File: config.mk
export PLATFORM = sky130hd
export DESIGN_NAME = endgame_text_renderer
export DESIGN_NICKNAME = d
export VERILOG_FILES = /design/src/rtl/endgame_text_renderer.sv
export SDC_FILE = /design/constraint.sdc
export NUM_CORES = 1
export LEC_CHECK = 0
export CORE_ASPECT_RATIO = 1.1
export CORE_MARGIN = 1
export CORE_UTILIZATION = 47
export CTS_CLUSTER_DIAMETER = 40
export DETAILED_ROUTE_END_ITERATION = 8
export PLACE_DENSITY = 0.71
export SLEW_MARGIN = 10
export SYNTH_ARGS = -nofsm -noshare
export SYNTH_HDL_FRONTEND = slang
export SYNTH_SLANG_ARGS = --single-unit
export TNS_END_PERCENT = 5
File: constraint.sdc
create_clock -name Clk -period 3.5 [get_ports Clk]
set_clock_uncertainty 0.15 [all_clocks]
set_input_delay 0.525 -clock Clk [delete_from_list [all_inputs] [get_ports Clk]]
set_output_delay 0.525 -clock Clk [all_outputs]
set_load 0.02 [all_outputs]
File: src/rtl/endgame_text_renderer.sv
// Game-over text overlay: "You Win"/"You Lost" and "Pts: dddd" from an 8x16 glyph ROM.
// Define ENDGAME_TEXT_2X_EN to draw every glyph pixel as a 2x2 block.
module endgame_text_renderer #(
  parameter int LINE1_X = 288,
  parameter int LINE1_Y = 208,
  parameter int LINE2_X = 284,
  parameter int LINE2_Y = 240
) (
  input  logic        Clk,
  input  logic        Reset_n,
  input  logic [13:0] score,
  input  logic        win,
  input  logic        score_load,
  input  logic [9:0]  DrawX,
  input  logic [9:0]  DrawY,
  input  logic        pixel_valid,
  output logic [9:0]  rom_addr,
  input  logic [7:0]  rom_data,
  output logic        text_on,
  output logic        busy
);

`ifdef ENDGAME_TEXT_2X_EN
  localparam int SH = 1;
`else
  localparam int SH = 0;
`endif

  localparam int CW  = 8 << SH;
  localparam int CH  = 16 << SH;
  localparam int L1W = 8 * CW;
  localparam int L2W = 9 * CW;

  localparam logic [9:0] L1X = 10'(LINE1_X);
  localparam logic [9:0] L1Y = 10'(LINE1_Y);
  localparam logic [9:0] L2X = 10'(LINE2_X);
  localparam logic [9:0] L2Y = 10'(LINE2_Y);
  localparam logic [9:0] L1WV = 10'(L1W);
  localparam logic [9:0] L2WV = 10'(L2W);
  localparam logic [9:0] CHV = 10'(CH);

  typedef enum logic {
    S_IDLE,
    S_CONV
  } state_t;

  state_t      state;
  logic        win_q;
  logic [13:0] bin_q;
  logic [15:0] bcd_q;
  logic [3:0]  cnt_q;
  logic [15:0] digits;

  logic [13:0] sat;
  logic [15:0] adj;
  logic [15:0] bcd_nx;

  assign sat = (score > 14'd9999) ? 14'd9999 : score;

  // Double dabble: add 3 to any nibble >= 5, then shift in the next bit.
  always_comb begin
    adj = bcd_q;
    for (int i = 0; i < 4; i++) begin
      if (bcd_q[i*4 +: 4] >= 4'd5)
        adj[i*4 +: 4] = bcd_q[i*4 +: 4] + 4'd3;
    end
    bcd_nx = {adj[14:0], bin_q[13]};
  end

  always_ff @(posedge Clk) begin
    if (!Reset_n) begin
      state  <= S_IDLE;
      busy   <= 1'b0;
      win_q  <= 1'b0;
      bin_q  <= '0;
      bcd_q  <= '0;
      cnt_q  <= '0;
      digits <= '0;
    end else begin
      unique case (state)
        S_IDLE: begin
          if (score_load) begin
            win_q <= win;
            bin_q <= sat;
            bcd_q <= '0;
            cnt_q <= '0;
            busy  <= 1'b1;
            state <= S_CONV;
          end
        end
        S_CONV: begin
          bcd_q <= bcd_nx;
          bin_q <= {bin_q[12:0], 1'b0};
          cnt_q <= cnt_q + 4'd1;
          if (cnt_q == 4'd13) begin
            digits <= bcd_nx;
            busy   <= 1'b0;
            state  <= S_IDLE;
          end
        end
        default: state <= S_IDLE;
      endcase
    end
  end

  function automatic logic [4:0] l1_glyph(
    input logic [2:0] c,
    input logic       w
  );
    logic [4:0] g;
    case (c)
      3'd0:    g = 5'd1;
      3'd1:    g = 5'd2;
      3'd2:    g = 5'd3;
      3'd3:    g = 5'd0;
      3'd4:    g = w ? 5'd15 : 5'd4;
      3'd5:    g = w ? 5'd14 : 5'd2;
      3'd6:    g = w ? 5'd16 : 5'd5;
      default: g = w ? 5'd0  : 5'd11;
    endcase
    return g;
  endfunction

  function automatic logic [4:0] dig_glyph(input logic [3:0] d);
    return 5'd18 + {1'b0, d};
  endfunction

  function automatic logic [4:0] l2_glyph(
    input logic [3:0]  c,
    input logic [15:0] d
  );
    logic [4:0] g;
    case (c)
      4'd0:    g = 5'd9;
      4'd1:    g = 5'd11;
      4'd2:    g = 5'd5;
      4'd3:    g = 5'd17;
      4'd4:    g = 5'd0;
      4'd5:    g = dig_glyph(d[15:12]);
      4'd6:    g = dig_glyph(d[11:8]);
      4'd7:    g = dig_glyph(d[7:4]);
      default: g = dig_glyph(d[3:0]);
    endcase
    return g;
  endfunction

  logic [9:0] dx1, dy1, dx2, dy2;
  logic       hit1, hit2;
  logic [2:0] cell1;
  logic [3:0] cell2;
  logic [3:0] row1, row2;
  logic [2:0] xo1, xo2;

  assign dx1 = DrawX - L1X;
  assign dy1 = DrawY - L1Y;
  assign dx2 = DrawX - L2X;
  assign dy2 = DrawY - L2Y;

  // The >= tests reject pixels left of or above a box before subtraction wraps.
  assign hit1 = pixel_valid
    && (DrawX >= L1X) && (dx1 < L1WV)
    && (DrawY >= L1Y) && (dy1 < CHV);
  assign hit2 = pixel_valid
    && (DrawX >= L2X) && (dx2 < L2WV)
    && (DrawY >= L2Y) && (dy2 < CHV);

  assign cell1 = 3'(dx1 >> (3 + SH));
  assign cell2 = 4'(dx2 >> (3 + SH));
  assign row1  = 4'(dy1 >> SH);
  assign row2  = 4'(dy2 >> SH);
  assign xo1   = 3'(dx1 >> SH);
  assign xo2   = 3'(dx2 >> SH);

  logic [9:0] addr_nx;
  logic       in_nx;
  logic [2:0] xoff_nx;

  always_comb begin
    addr_nx = '0;
    in_nx   = 1'b0;
    xoff_nx = '0;
    if (hit1) begin
      addr_nx = {1'b0, l1_glyph(cell1, win_q), row1};
      in_nx   = 1'b1;
      xoff_nx = xo1;
    end else if (hit2) begin
      addr_nx = {1'b0, l2_glyph(cell2, digits), row2};
      in_nx   = 1'b1;
      xoff_nx = xo2;
    end
  end

  logic       in_q;
  logic [2:0] xoff_q;

  always_ff @(posedge Clk) begin
    if (!Reset_n) begin
      rom_addr <= '0;
      in_q     <= 1'b0;
      xoff_q   <= '0;
      text_on  <= 1'b0;
    end else begin
      rom_addr <= addr_nx;
      in_q     <= in_nx;
      xoff_q   <= xoff_nx;
      text_on  <= in_q & rom_data[3'd7 - xoff_q];
    end
  end

endmodule

==> impl_metrics.tcl, run 1 <==
set metrics [dict create \
    status "finished, final reports clean" \
    ir_drop_v 0.000259 \
    final_nets 570 \
    cts_tree "yes" \
    regArea_um2 1340 \
    diodes 0 \
    fillers 724 \
    design.die.area_um2 8170 \
    cts.sinks 67 \
    numCtsBuffers 9 \
    hpwl_um 6040 \
    finalWeightedCongestion 0.865 \
    yosysSeqAreaShare 0.365 \
    p_per_area_nw_per_um2 371 \
    drv_slew 0 \
    ctsResizeCount 0 \
    fin_crit_ns 2.99 \
    portBuffers 57 \
    synth_top_area_cell "dfxtp_1" \
    ant_nets 0 \
    wl_per_cell_um 13.2 \
    grt_use_total 0.218 \
    synth_top_cell_area_share 0.365 \
    num_rows 33 \
    vias 3404 \
    grt_max_degree 49 \
    synth_area_per_cell_um2 8.04 \
    drt-total-wl_um 8170 \
    netlist_instances 457 \
    grt_pass1_vias 3263 \
    end_kind "flop" \
    clockBufferDepth 2 \
    fp.dieH_um 94.7 \
    clock_latency_ns 0.34 \
    synth_area_um2 3670 \
    yosysWarnings 0 \
    fmax_mhz 335 \
    overflow 0 \
    crit_type "in -> reg" \
    drt_first_pass_iters 4 \
    rsz0062_at_grt "false" \
    setup_viol_count_final 0 \
    ys_seq_elements 67 \
    hold_path_class "reg -> reg" \
    drive_gt1_frac 0.0895 \
    post_cts_buffers 0 \
    cts_root_buffer "clkbuf_8" \
    antenna_found_initial 0 \
    cp.required_ns 3.59 \
    ctsHoldBuffers 0 \
    slew_headroom 0.499 \
    critPathLaunchType "input port" \
    final_hold_viol_count 0 \
    worstMarginPinSlew_ns 0.751 \
    area_growth_syn_to_layout_pct 23.2 \
    timing.hold.ws_ns 0.274 \
    ys_types 55 \
    power.leakage_uw 0.00163 \
    synth_flop_cell "dfxtp_1" \
    cp_max_fo 7 \
    arrival_ns 3.08 \
    fin_setup_tns_ns 0 \
    grt_pass1_wl_um 14200 \
    post-route-drc-count 0 \
    cts_htree_levels 3 \
    finalCritPeriodShare 0.853 \
    clk_pin_slew_ns 0.08 \
    synth_enable_flop_cells 0 \
    power.total_uw 1680 \
    syn_nets 518 \
    coreArea_um2 7510 \
    ios 59 \
    synthArstFlopShare 0 \
    multi_input_area_um2 2110 \
    drt-initial-drc-count 131 \
    synth.area.top_cells "dfxtp_1 37%, a21oi_1 8.0%, nor2_1 5.2%" \
    initial_utilization 0.489 \
    die_w_um 86.3 \
    cap_violations 0 \
    via_per_inst 5.50 \
]
## critical path: stages
cell and delay, ns:
clkdlybuf4s50_1 0.42, ha_1 0.27, buf_4 0.18, nand3_1 0.08, nand4b_1 0.13, and2_1 0.24, o22ai_1 0.26, inv_1 0.07
ha_1 0.30, a221oi_1 0.28, a211oi_1 0.11, o21a_1 0.19
## cells by family after synthesis
group / after synthesis / share of synthesized area
simple gates: 186 / 0.252
buf+inv: 46 / 0.0596
flops: 67 / 0.365
xor+xnor: 10 / 0.0279
mux: 13 / 0.0426
other cells: 1 / 0.00102
fa+ha+maj: 14 / 0.0477
compound gates: 120 / 0.203
## cells in the final DEF, fill, tap and decap left out, types with 3 or more instances in the layout
cell type and n:
a21oi_2 3, dfxtp_1 67, nor3_1 22, ha_1 14
clkdlybuf4s50_1 57, and2_1 11, a311oi_1 4, o21ai_0 18
o221ai_1 6, xor2_1 3, o21a_1 6, mux2i_1 10
nand2_1 45, nor2_1 51, a221oi_1 6, clkbuf_8 10
nand2b_1 10, a211oi_1 4, nor3b_1 11, nand3b_1 5
nor4_1 3, inv_1 12, nand3_1 12, nor2b_1 5
xnor2_1 5, buf_4 15, a21oi_1 59
## power by group
group / total [µW] / switching, µW / internal, µW / leakage (µW)
clock network: 650 / 302 / 348 / 0.0000987
registers: 793 / 15.3 / 778 / 0.000543
logic: 236 / 121 / 115 / 0.000989
total: 1680 / 438 / 1240 / 0.00163
## cells in the mapped netlist (2+ instances only)
cell type  count
o21a_1         6
ha_1          14
nand2_1       45
nor2b_1        5
buf_6          4
xor2_1         3
clkbuf_1      18
buf_1          4
mux2i_1       10
o22ai_1        2
dfxtp_1       67
o21bai_1       2
nor3_1        22
nand3b_1       5
a221oi_1       6
a211oi_1       4
nand2_2        2
a311oi_1       4
nand2b_1      10
o221ai_1       6
mux4_2         2
and2_1        11
nor4_1         3
nor2_1        51
a31oi_1        2
xnor2_1        5
nor3b_1       11
clkinv_1       2
a21oi_2        3
inv_1         12
and3_1         2
nand4_1        2
nand3_1       12
buf_4          4
o21ai_0       18
a21oi_1       59
## registers in the layout, indices dropped and copies added, names as in the netlist
register / flops
bcd_q: 16
bin_q: 14
busy: 1
cnt_q: 4
digits: 16
in_q: 1
rom_addr: 9
state: 1
text_on: 1
win_q: 1
xoff_q: 3
## layer usage
metal / GRT usage / wire length, µm
met5: 0 / 0
met4: 0.0917 / 160
met3: 0.0490 / 410
met2: 0.405 / 4090
met1: 0.237 / 3510
## through the flow
step / setup WS, ns / cell area (µm²) / utilization / instances
finish: 0.514 / 4530 / 0.602 / 619
global placement: 0.214 / 4320 / 0.575 / 603
detailed placement: 0.174 / 4320 / 0.575 / 603
global route: 0.322 / 4530 / 0.602 / 619
CTS: 0.525 / 4530 / 0.602 / 619
floorplan: 0.746 / 3670 / - / 457
## cell type report
type,count,share of cell area
Inverter,15,0.0124
Tap cell,105,0.0290
Clock inverter,6,0.0141
Multi-Input combinational cell,344,0.467
Sequential cell,67,0.296
Timing Repair Buffer,72,0.151
Clock buffer,10,0.0304
## path summary, 6_finish.rpt
check,start,to,depth (start not counted),slack [ns]
setup / recovery,DrawX[2],rom_addr[6],12,0.51
setup reg to reg,state,digits[15],3,1.31
hold reg to reg,in_q,text_on,2,0.27
hold / removal,in_q,text_on,2,0.27
Power figures use the tool's default switching activity.
==> inputs of run 2 (changes only) <==
--- a/config.mk
+++ b/config.mk
@@ -11,7 +11,6 @@
 export CTS_CLUSTER_DIAMETER = 40
 export DETAILED_ROUTE_END_ITERATION = 8
 export PLACE_DENSITY = 0.71
-export SLEW_MARGIN = 10
 export SYNTH_ARGS = -nofsm -noshare
 export SYNTH_HDL_FRONTEND = slang
 export SYNTH_SLANG_ARGS = --single-unit
==> results of run 2 <==
The final DEF is identical to that of run 1; final timing and power are the same.
